$ cat src/rtl/cpu_mem_stage_pkg.sv
// ---------------------------------------------------------------------------
// cpu_mem_stage_pkg
// Purpose : Shared micro-op encodings, type tags and bus FSM state type for
//           the stack CPU memory stage (stage 3 -> 4).
// Contents: UC_BR_*   branch kinds
//           UC_PUSH*  push-value selectors (including UC_PUSHBUS)
//           UC_BUS_*  data-bus operation kinds
//           TYPE_INTEGER, POP_FROM_ALU, bus_state_e
// ---------------------------------------------------------------------------
package cpu_mem_stage_pkg;

   // Branch kinds
   localparam logic [1:0] UC_BR_NONE     = 2'd0;
   localparam logic [1:0] UC_BR_REL      = 2'd1;
   localparam logic [1:0] UC_BR_ALU      = 2'd2;
   localparam logic [1:0] UC_BR_REL_COND = 2'd3;

   // Push-value selectors
   localparam logic [2:0] UC_PUSHALU  = 3'd0;
   localparam logic [2:0] UC_PUSHIMM  = 3'd1;
   localparam logic [2:0] UC_PUSHREG0 = 3'd2;
   localparam logic [2:0] UC_PUSHREG1 = 3'd3;
   localparam logic [2:0] UC_PUSHBUS  = 3'd4;

   // Data-bus operations
   localparam logic [1:0] UC_BUS_NONE = 2'd0;
   localparam logic [1:0] UC_BUS_RD   = 2'd1;
   localparam logic [1:0] UC_BUS_WR   = 2'd2;

   // Stack-entry type tag for plain integers
   localparam int TYPE_INTEGER = 1;

   // Pop-count value meaning "take the pop count from the ALU result"
   localparam int POP_FROM_ALU = 3;

   typedef enum logic [1:0] {
      BUS_IDLE = 2'd0,
      BUS_REQ  = 2'd1,
      BUS_DONE = 2'd2
   } bus_state_e;

endpackage

$ cat src/rtl/cpu_mem_stage_busfsm.sv
// ---------------------------------------------------------------------------
// cpu_mem_stage_busfsm
// Purpose : Data-bus master for the memory stage. Runs one req/ack access per
//           bus instruction, stalls stage 3 while it is in flight and keeps
//           the captured read data / error flag for the DONE cycle.
// Build   : CPU_MEM_TIMEOUT_EN enables the REQ-cycle timeout counter; when
//           undefined, REQ waits for ack indefinitely and err_o is 0.
// Ports   : clk, rst_b (async, active-low)
//           valid_i, bus_op_i, addr_i, wrdata_i   stage-3 request side
//           stall_o   hold stage 3 (combinational)
//           done_o    FSM is in DONE (instruction may advance)
//           rddata_o  captured read data (all-ones after timeout)
//           err_o     captured timeout flag
//           req_o, we_o, addr_o, wrdata_o         registered bus master
//           ack_i, rddata_i                       bus slave response
// ---------------------------------------------------------------------------
module cpu_mem_stage_busfsm #(
   parameter int DATA_W  = 32,
   parameter int BUS_AW  = 8,
   parameter int TIMEOUT = 15
) (
   input  logic              clk,
   input  logic              rst_b,
   input  logic              valid_i,
   input  logic [1:0]        bus_op_i,
   input  logic [BUS_AW-1:0] addr_i,
   input  logic [DATA_W-1:0] wrdata_i,
   output logic              stall_o,
   output logic              done_o,
   output logic [DATA_W-1:0] rddata_o,
   output logic              err_o,
   output logic              req_o,
   output logic              we_o,
   output logic [BUS_AW-1:0] addr_o,
   output logic [DATA_W-1:0] wrdata_o,
   input  logic              ack_i,
   input  logic [DATA_W-1:0] rddata_i
);
   import cpu_mem_stage_pkg::*;

   bus_state_e        state_q, state_d;
   logic              req_q, req_d;
   logic              we_q, we_d;
   logic [BUS_AW-1:0] addr_q, addr_d;
   logic [DATA_W-1:0] wrdata_q, wrdata_d;
   logic [DATA_W-1:0] rddata_q, rddata_d;
   logic              err_q, err_d;
   logic              timeout_c;

`ifdef CPU_MEM_TIMEOUT_EN
   localparam int CNT_W = $clog2(TIMEOUT + 1);
   logic [CNT_W-1:0] cnt_q, cnt_d;

   // cnt_q holds the number of completed REQ cycles; the current REQ cycle
   // is the last one allowed when TIMEOUT-1 have already elapsed.
   assign timeout_c = (cnt_q == CNT_W'(TIMEOUT - 1));

   always_ff @(posedge clk or negedge rst_b) begin
      if (!rst_b) cnt_q <= '0;
      else        cnt_q <= cnt_d;
   end
`else
   localparam int unused_timeout = TIMEOUT;
   assign timeout_c = 1'b0;
`endif

   always_ff @(posedge clk or negedge rst_b) begin
      if (!rst_b) begin
         state_q  <= BUS_IDLE;
         req_q    <= 1'b0;
         we_q     <= 1'b0;
         addr_q   <= '0;
         wrdata_q <= '0;
         rddata_q <= '0;
         err_q    <= 1'b0;
      end else begin
         state_q  <= state_d;
         req_q    <= req_d;
         we_q     <= we_d;
         addr_q   <= addr_d;
         wrdata_q <= wrdata_d;
         rddata_q <= rddata_d;
         err_q    <= err_d;
      end
   end

   always_comb begin
      state_d  = state_q;
      req_d    = req_q;
      we_d     = we_q;
      addr_d   = addr_q;
      wrdata_d = wrdata_q;
      rddata_d = rddata_q;
      err_d    = err_q;
      stall_o  = 1'b0;
`ifdef CPU_MEM_TIMEOUT_EN
      cnt_d    = cnt_q;
`endif
      case (state_q)
         BUS_IDLE: begin
            if (valid_i && (bus_op_i != UC_BUS_NONE)) begin
               stall_o  = 1'b1;
               state_d  = BUS_REQ;
               req_d    = 1'b1;
               we_d     = (bus_op_i == UC_BUS_WR);
               addr_d   = addr_i;
               wrdata_d = wrdata_i;
               err_d    = 1'b0;
`ifdef CPU_MEM_TIMEOUT_EN
               cnt_d    = '0;
`endif
            end
         end
         BUS_REQ: begin
            stall_o = 1'b1;
            if (ack_i) begin
               rddata_d = rddata_i;
               req_d    = 1'b0;
               state_d  = BUS_DONE;
            end else if (timeout_c) begin
               rddata_d = '1;
               err_d    = 1'b1;
               req_d    = 1'b0;
               state_d  = BUS_DONE;
            end else begin
`ifdef CPU_MEM_TIMEOUT_EN
               cnt_d = cnt_q + 1'b1;
`endif
            end
         end
         BUS_DONE: begin
            // Stage 3 advances this cycle; any ack seen here is stray.
            state_d = BUS_IDLE;
         end
         default: begin
            state_d = BUS_IDLE;
            req_d   = 1'b0;
         end
      endcase
   end

   assign done_o   = (state_q == BUS_DONE);
   assign rddata_o = rddata_q;
   assign err_o    = err_q;
   assign req_o    = req_q;
   assign we_o     = we_q;
   assign addr_o   = addr_q;
   assign wrdata_o = wrdata_q;

endmodule

$ cat src/rtl/cpu_mem_stage.sv
// ---------------------------------------------------------------------------
// cpu_mem_stage
// Purpose : Stack CPU pipeline stage 3 -> 4. Resolves branches, selects the
//           stack push value and pop count, and performs one data-bus access
//           per bus instruction through cpu_mem_stage_busfsm.
// Build   : CPU_MEM_TIMEOUT_EN enables bus timeouts and bus_err_4a; when
//           undefined, bus_err_4a is tied 0.
// Ports   : clk, rst_b (async, active-low)
//           *_3a inputs   stage-3 instruction fields; stall_3a holds them
//           kill_4a, branch_target_4a   combinational redirect
//           *_4a outputs  registered stage-4 fields, bus_err_4a
//           bus__*        iobus master port (req/we/addr/wrdata registered)
// ---------------------------------------------------------------------------
module cpu_mem_stage #(
   parameter int DATA_W  = 32,
   parameter int TAG_W   = 3,
   parameter int PC_W    = 32,
   parameter int POP_W   = 11,
   parameter int BUS_AW  = 8,
   parameter int TIMEOUT = 15
) (
   input  logic                    clk,
   input  logic                    rst_b,
   input  logic                    valid_3a,
   output logic                    stall_3a,
   input  logic                    alu__cond_3a,
   input  logic [DATA_W-1:0]       alu__out_3a,
   input  logic [1:0]              c__branch_3a,
   input  logic [2:0]              c__to_push_3a,
   input  logic [1:0]              c__bus_3a,
   input  logic [47:0]             instruction_3a,
   input  logic [PC_W-1:0]         pc_3a,
   input  logic [TAG_W+DATA_W-1:0] r0_3a,
   input  logic [TAG_W+DATA_W-1:0] r1_3a,
   input  logic [POP_W-1:0]        st__to_pop_3a,
   output logic                    kill_4a,
   output logic [PC_W-1:0]         branch_target_4a,
   output logic                    valid_4a,
   output logic [2:0]              c__to_push_4a,
   output logic [PC_W-1:0]         pc_4a,
   output logic [POP_W-1:0]        st__to_pop_4a,
   output logic [TAG_W+DATA_W-1:0] st__to_push_4a,
   output logic                    bus_err_4a,
   output logic                    bus__req,
   output logic                    bus__we,
   output logic [BUS_AW-1:0]       bus__addr,
   output logic [DATA_W-1:0]       bus__wrdata,
   input  logic                    bus__ack,
   input  logic [DATA_W-1:0]       bus__rddata
);
   import cpu_mem_stage_pkg::*;

   localparam int ENTRY_W = TAG_W + DATA_W;

   logic               advance;
   logic               busfsm_done;
   logic               busfsm_err;
   logic [DATA_W-1:0]  busfsm_rddata;
   logic               take_branch;
   logic [PC_W-1:0]    rel_target;
   logic [PC_W-1:0]    target_c;
   logic [ENTRY_W-1:0] push_d;
   logic [POP_W-1:0]   pop_d;

   logic               valid_q;
   logic [2:0]         to_push_q;
   logic [PC_W-1:0]    pc_q;
   logic [POP_W-1:0]   pop_q;
   logic [ENTRY_W-1:0] push_q;

   logic unused_ok;
   assign unused_ok = ^{instruction_3a, alu__out_3a, r0_3a, r1_3a, busfsm_done};

   cpu_mem_stage_busfsm #(
      .DATA_W  (DATA_W),
      .BUS_AW  (BUS_AW),
      .TIMEOUT (TIMEOUT)
   ) u_busfsm (
      .clk      (clk),
      .rst_b    (rst_b),
      .valid_i  (valid_3a),
      .bus_op_i (c__bus_3a),
      .addr_i   (alu__out_3a[BUS_AW-1:0]),
      .wrdata_i (r0_3a[DATA_W-1:0]),
      .stall_o  (stall_3a),
      .done_o   (busfsm_done),
      .rddata_o (busfsm_rddata),
      .err_o    (busfsm_err),
      .req_o    (bus__req),
      .we_o     (bus__we),
      .addr_o   (bus__addr),
      .wrdata_o (bus__wrdata),
      .ack_i    (bus__ack),
      .rddata_i (bus__rddata)
   );

   assign advance = valid_3a & ~stall_3a;

   // Sign-extending cast of the 16-bit offset; the sum wraps at PC_W bits.
   assign rel_target = pc_3a + PC_W'($signed(instruction_3a[15:0]));

   always_comb begin
      take_branch = 1'b0;
      target_c    = '0;
      case (c__branch_3a)
         UC_BR_REL: begin
            take_branch = 1'b1;
            target_c    = rel_target;
         end
         UC_BR_REL_COND: begin
            take_branch = alu__cond_3a;
            target_c    = rel_target;
         end
         UC_BR_ALU: begin
            take_branch = 1'b1;
            target_c    = PC_W'(alu__out_3a);
         end
         default: begin
            take_branch = 1'b0;
            target_c    = '0;
         end
      endcase
   end

   // A bus instruction only advances in DONE, so its kill lands there too.
   assign kill_4a          = advance & take_branch;
   assign branch_target_4a = target_c;

   always_comb begin
      push_d = '0;
      case (c__to_push_3a)
         UC_PUSHALU:  push_d = {TAG_W'(TYPE_INTEGER), alu__out_3a};
         UC_PUSHIMM:  push_d = ENTRY_W'(instruction_3a);
         UC_PUSHREG0: push_d = r0_3a;
         UC_PUSHREG1: push_d = r1_3a;
         UC_PUSHBUS:  push_d = {TAG_W'(TYPE_INTEGER), busfsm_rddata};
         default:     push_d = '0;
      endcase
   end

   assign pop_d = (st__to_pop_3a == POP_W'(POP_FROM_ALU)) ? POP_W'(alu__out_3a)
                                                           : st__to_pop_3a;

   always_ff @(posedge clk or negedge rst_b) begin
      if (!rst_b) begin
         valid_q   <= 1'b0;
         to_push_q <= '0;
         pc_q      <= '0;
         pop_q     <= '0;
         push_q    <= '0;
      end else begin
         valid_q <= advance;
         if (advance) begin
            to_push_q <= c__to_push_3a;
            pc_q      <= pc_3a;
            pop_q     <= pop_d;
            push_q    <= push_d;
         end
      end
   end

`ifdef CPU_MEM_TIMEOUT_EN
   logic err_q;

   // Non-bus instructions retire with a clear error flag.
   always_ff @(posedge clk or negedge rst_b) begin
      if (!rst_b)       err_q <= 1'b0;
      else if (advance) err_q <= busfsm_done & busfsm_err;
   end

   assign bus_err_4a = err_q;
`else
   logic unused_err;
   assign unused_err = busfsm_err;
   assign bus_err_4a = 1'b0;
`endif

   assign valid_4a       = valid_q;
   assign c__to_push_4a  = to_push_q;
   assign pc_4a          = pc_q;
   assign st__to_pop_4a  = pop_q;
   assign st__to_push_4a = push_q;

endmodule

$ cat config.mk
export PLATFORM = sky130hd
export DESIGN_NAME = cpu_mem_stage
export DESIGN_NICKNAME = d
export VERILOG_FILES = /design/src/rtl/cpu_mem_stage_pkg.sv /design/src/rtl/cpu_mem_stage_busfsm.sv /design/src/rtl/cpu_mem_stage.sv
export SDC_FILE = /design/constraint.sdc
export NUM_CORES = 1
export LEC_CHECK = 0
export CORE_ASPECT_RATIO = 0.8
export CORE_MARGIN = 2
export CORE_UTILIZATION = 39
export CTS_CLUSTER_SIZE = 10
export DETAILED_ROUTE_END_ITERATION = 8
export HOLD_SLACK_MARGIN = 0.12
export PLACE_DENSITY = 0.79
export SETUP_SLACK_MARGIN = 0.15
export SLEW_MARGIN = 0
export SYNTH_ARGS = -nofsm -noshare
export SYNTH_HDL_FRONTEND = slang
export SYNTH_SLANG_ARGS = --single-unit
$ cat constraint.sdc
create_clock -name clk -period 4 [get_ports clk]
set_input_delay 0.8 -clock clk [delete_from_list [all_inputs] [get_ports clk]]
set_output_delay 0.8 -clock clk [all_outputs]
set_load 0.01 [all_outputs]
==> results of run 1 <==
-- through the flow --
stage               utilization (%)  hold slack [ns]
finish                         67.1            0.439
global route                   67.1            0.485
CTS                            66.1            0.464
detailed placement             61.6            0.462
global placement               61.6            0.456
floorplan                         -            0.446
-- registers in the layout, summed over array words and instances, names as in the netlist --
| name | flops |
|---|---|
| u_busfsm.rddata_o | 32 |
| u_busfsm.state_q | 2 |
| pc_4a | 32 |
| st__to_pop_4a | 11 |
| u_busfsm.wrdata_o | 32 |
| valid_4a | 1 |
| u_busfsm.addr_o | 8 |
| st__to_push_4a | 35 |
| u_busfsm.req_o | 1 |
| u_busfsm.we_o | 1 |
| c__to_push_4a | 3 |
-- cell usage after synthesis (8+ instances only) --
cell / number
o21ai_0: 89
a21o_1: 14
mux2_2: 42
inv_1: 14
nand2_1: 295
clkbuf_1: 49
buf_1: 8
ha_1: 36
a21oi_1: 41
xnor2_1: 16
dfrtp_1: 158
nor2_1: 30
a221oi_1: 33
a22o_1: 16
mux2i_1: 32
a22oi_1: 16
xor2_1: 12
-- worst max-delay path: cells and delay by family --
family	cells	cell delay (ns)
compound gates	5	1.15
simple gates	3	0.60
fa+ha+maj	2	0.55
buf+inv	3	0.41
-- final timing paths --
check,start,end,depth (start not counted)
setup / recovery,pc_3a[0],branch_target_4a[30],13
hold / removal,rst_b,pc_4a[1]$_DFFE_PN0P_,1
setup reg to reg,u_busfsm.state_q[0]$_DFFE_PN0P_,st__to_pop_4a[10]$_DFFE_PN0P_,6
hold reg to reg,pc_4a[10]$_DFFE_PN0P_,pc_4a[10]$_DFFE_PN0P_,2
max in group asynchronous,rst_b,st__to_push_4a[13]$_DFFE_PN0P_,2
min in group clk,pc_4a[10]$_DFFE_PN0P_,pc_4a[10]$_DFFE_PN0P_,2
-- cells by family (layout without fill, tap and decap cells) --
family	after synthesis	after routing	share of synthesized area (%)
compound gates	249	249	18.8
mux	74	74	8.96
buf+inv	73	572	3.14
other cells	1	4	0.0424
simple gates	360	360	16.4
flops	158	158	44.7
xor+xnor	28	28	2.77
fa+ha+maj	37	37	5.31
-- power breakdown --
group / total [mW] / switching (mW) / internal, mW
Sequential: 2.38 / 0.274 / 2.11
Combinational: 2.82 / 1.30 / 1.52
Clock: 1.64 / 0.785 / 0.859
Total: 6.84 / 2.36 / 4.48
-- area by class of cell --
cell class / instances / area [um^2]
clock inverter: 14 / 163
multi-input combinational: 749 / 5110
sequential: 158 / 3950
clock buffer: 18 / 439
timing repair buffer: 525 / 4910
inverter: 15 / 56.3
antenna: 3 / 7.51
fill: 1737 / 7360
tap: 306 / 383
-- metal layers --
layer	share of wire, %	vias to the layer above	GRT usage (%)
met5	0	-	0
met4	2.9	0	10.3
met3	8.8	73	7.79
met2	45	525	47.4
met1	43	4763	43.9
li1	-	4419	-
-- repair_timing --
item                                    CTS  global route
endpoints found under the setup margin   28            24
hold endpoints to repair                  0             0
gates cloned                              0             0
pin swaps                                55            35
buffers inserted                         21             9
resized for setup                       231            45
==> summary.md, run 1 <==
| Metric | Value |
|---|---|
| Data arrival time of the worst path | `between 3 and 4 ns` |
| Vias in the first global route | `9636` |
| Antenna violations before repair | `3` |
| Final Max Tran Viols | `0` |
| Synth Instances | `980` |
| Status | `finished with violations` |
| Die X | `172 um` |
| Netlist cell types | `51` |
| Gr ovfl total | `0` |
| Register area share after synthesis | `44.7%` |
| #FFs+latches synth | `158` |
| Antenna viol nets, final | `0` |
| Critical Path RT | `between 3 and 4 ns` |
| Drt initial violations | `749` |
| Synth area leader | `dfrtp_1` |
| CORE AREA | `22400 um^2` |
| Fin worst setup slack | `-0.308 ns` |
| WL/cell | `21.2 um` |
| RSZ-0062 raised after global routing | `true` |
| Vias post-DR | `9780` |
| First-pass GRT wire length | `56.6 mm` |
| Max-cap violations | `0` |
| Number of top-level pins | `396` |
| Placed cell count | `roughly 1700` |
| Kind of end point of the critical path | `output port` |
| Crit path cell chain | `buf_8 > ha_4 > fa_2 > a21oi_4 > o21ai_4 > a31oi_4 > nor4_4 > a2111oi_4 > buf_4 > nor4_4 > or4_1 > a32o_2 > buf_6` |
| Ys flop type | `dfrtp_1` |
| Most common cell after layout, fill and taps aside | `clkdlybuf4s50_1` |
| Critical setup path kind | `in2out` |
| Largest fanout on the critical path | `2` |
| CTS buffer count | `17` |
| R2R setup slack | `approximately 1.7 ns` |
| Worst clock skew | `0.0129 ns` |
| Commonest cells after routing, fill and taps aside | `clkdlybuf4s50_1, nand2_1, dfrtp_1` |
| Rel. slew slack | `26.6%` |
| Max Fclk | `232 MHz` |
| Vias/cell | `5.47` |
| # DRC | `0` |
| Number of enable flip-flop cells after synthesis | `0` |
| Final min period | `4.31 ns` |
| H-tree levels | `4` |
| CTS max path bufs | `2` |
| Clock root cell | `clkbuf_16` |
| Share of cells above drive strength 1 | `22.0%` |
| # setup viols final | `12` |
| Layout Cells excl Fill | `about 1800` |
| Hold Buf Count CTS | `0` |
| 1st-pass router iterations | `5` |
| Pwr per Cell Area | `456 nW/um^2` |
| Crit path top cell by count | `nor4_4` |
| Largest net degree at the start of global routing | `88` |
| Synthesized area per cell | `9.03 um^2` |
| Main area contributors after synthesis | `dfrtp_1, nand2_1, mux2_2` |
| Final Cycle Share | `108%` |
| Final hold vios | `0` |
| Final instance area | `around 15000 um^2` |
| Pre-CTS setup slack | `-1.04 ns` |
| Peak supply drop | `between 0.3 and 0.4 mV` |
| YS warnings | `0` |
| Worst-Skew Late Latency | `0.43 ns` |
| Synth-to-Final Area Change | `69.6%` |
| CTS tree | `yes` |
| Hold Crit Class | `in2async` |
| Clock transition at path regs | `approximately 0.070 ns` |
| Pleak | `between 6 and 7 nW` |
| Number of buffers added on ports | `381` |
| Die Ht | `139 um` |
| Gr usage total | `31.3%` |
| DRT Wirelength | `~38 mm` |
| HPWL Detailed | `28.3 mm` |
| Asr flop ratio synth | `100%` |
| CP max-delay cell | `or4_1` |
| Sink Count | `158` |
| RePlAce Congestion | `0.958` |
| Setup TNS Final | `-1.57 ns` |
| Yosys top cell area share | `about 45%` |
| Syn_nets | `around 1300` |
| Placed cell areas | `approximately 14000 um^2` |
| Nets | `approximately 1700` |
| Die ar. | `about 24000 um^2` |
| Synth Cell Area | `8850 um^2` |
| Crit-path max cell delay | `0.48 ns` |
| Worst-Margin Slew | `1.10 ns` |
| Startpoint Class | `primary input` |
| Row cnt | `49` |
| Starting density of the core | `39.6%` |
| Failing checks | `negative setup slack` |
| Pwr Total | `between 6 and 7 mW` |
Note: power is estimated with default switching activity, not from simulation.
==> inputs of run 2 (changes only) <==
Settings changed: GPL_TIMING_DRIVEN set to 1, HOLD_SLACK_MARGIN 0.12 to unset.
==> results of run 2 <==
Final layout, timing and power as in run 1 (identical DEF).
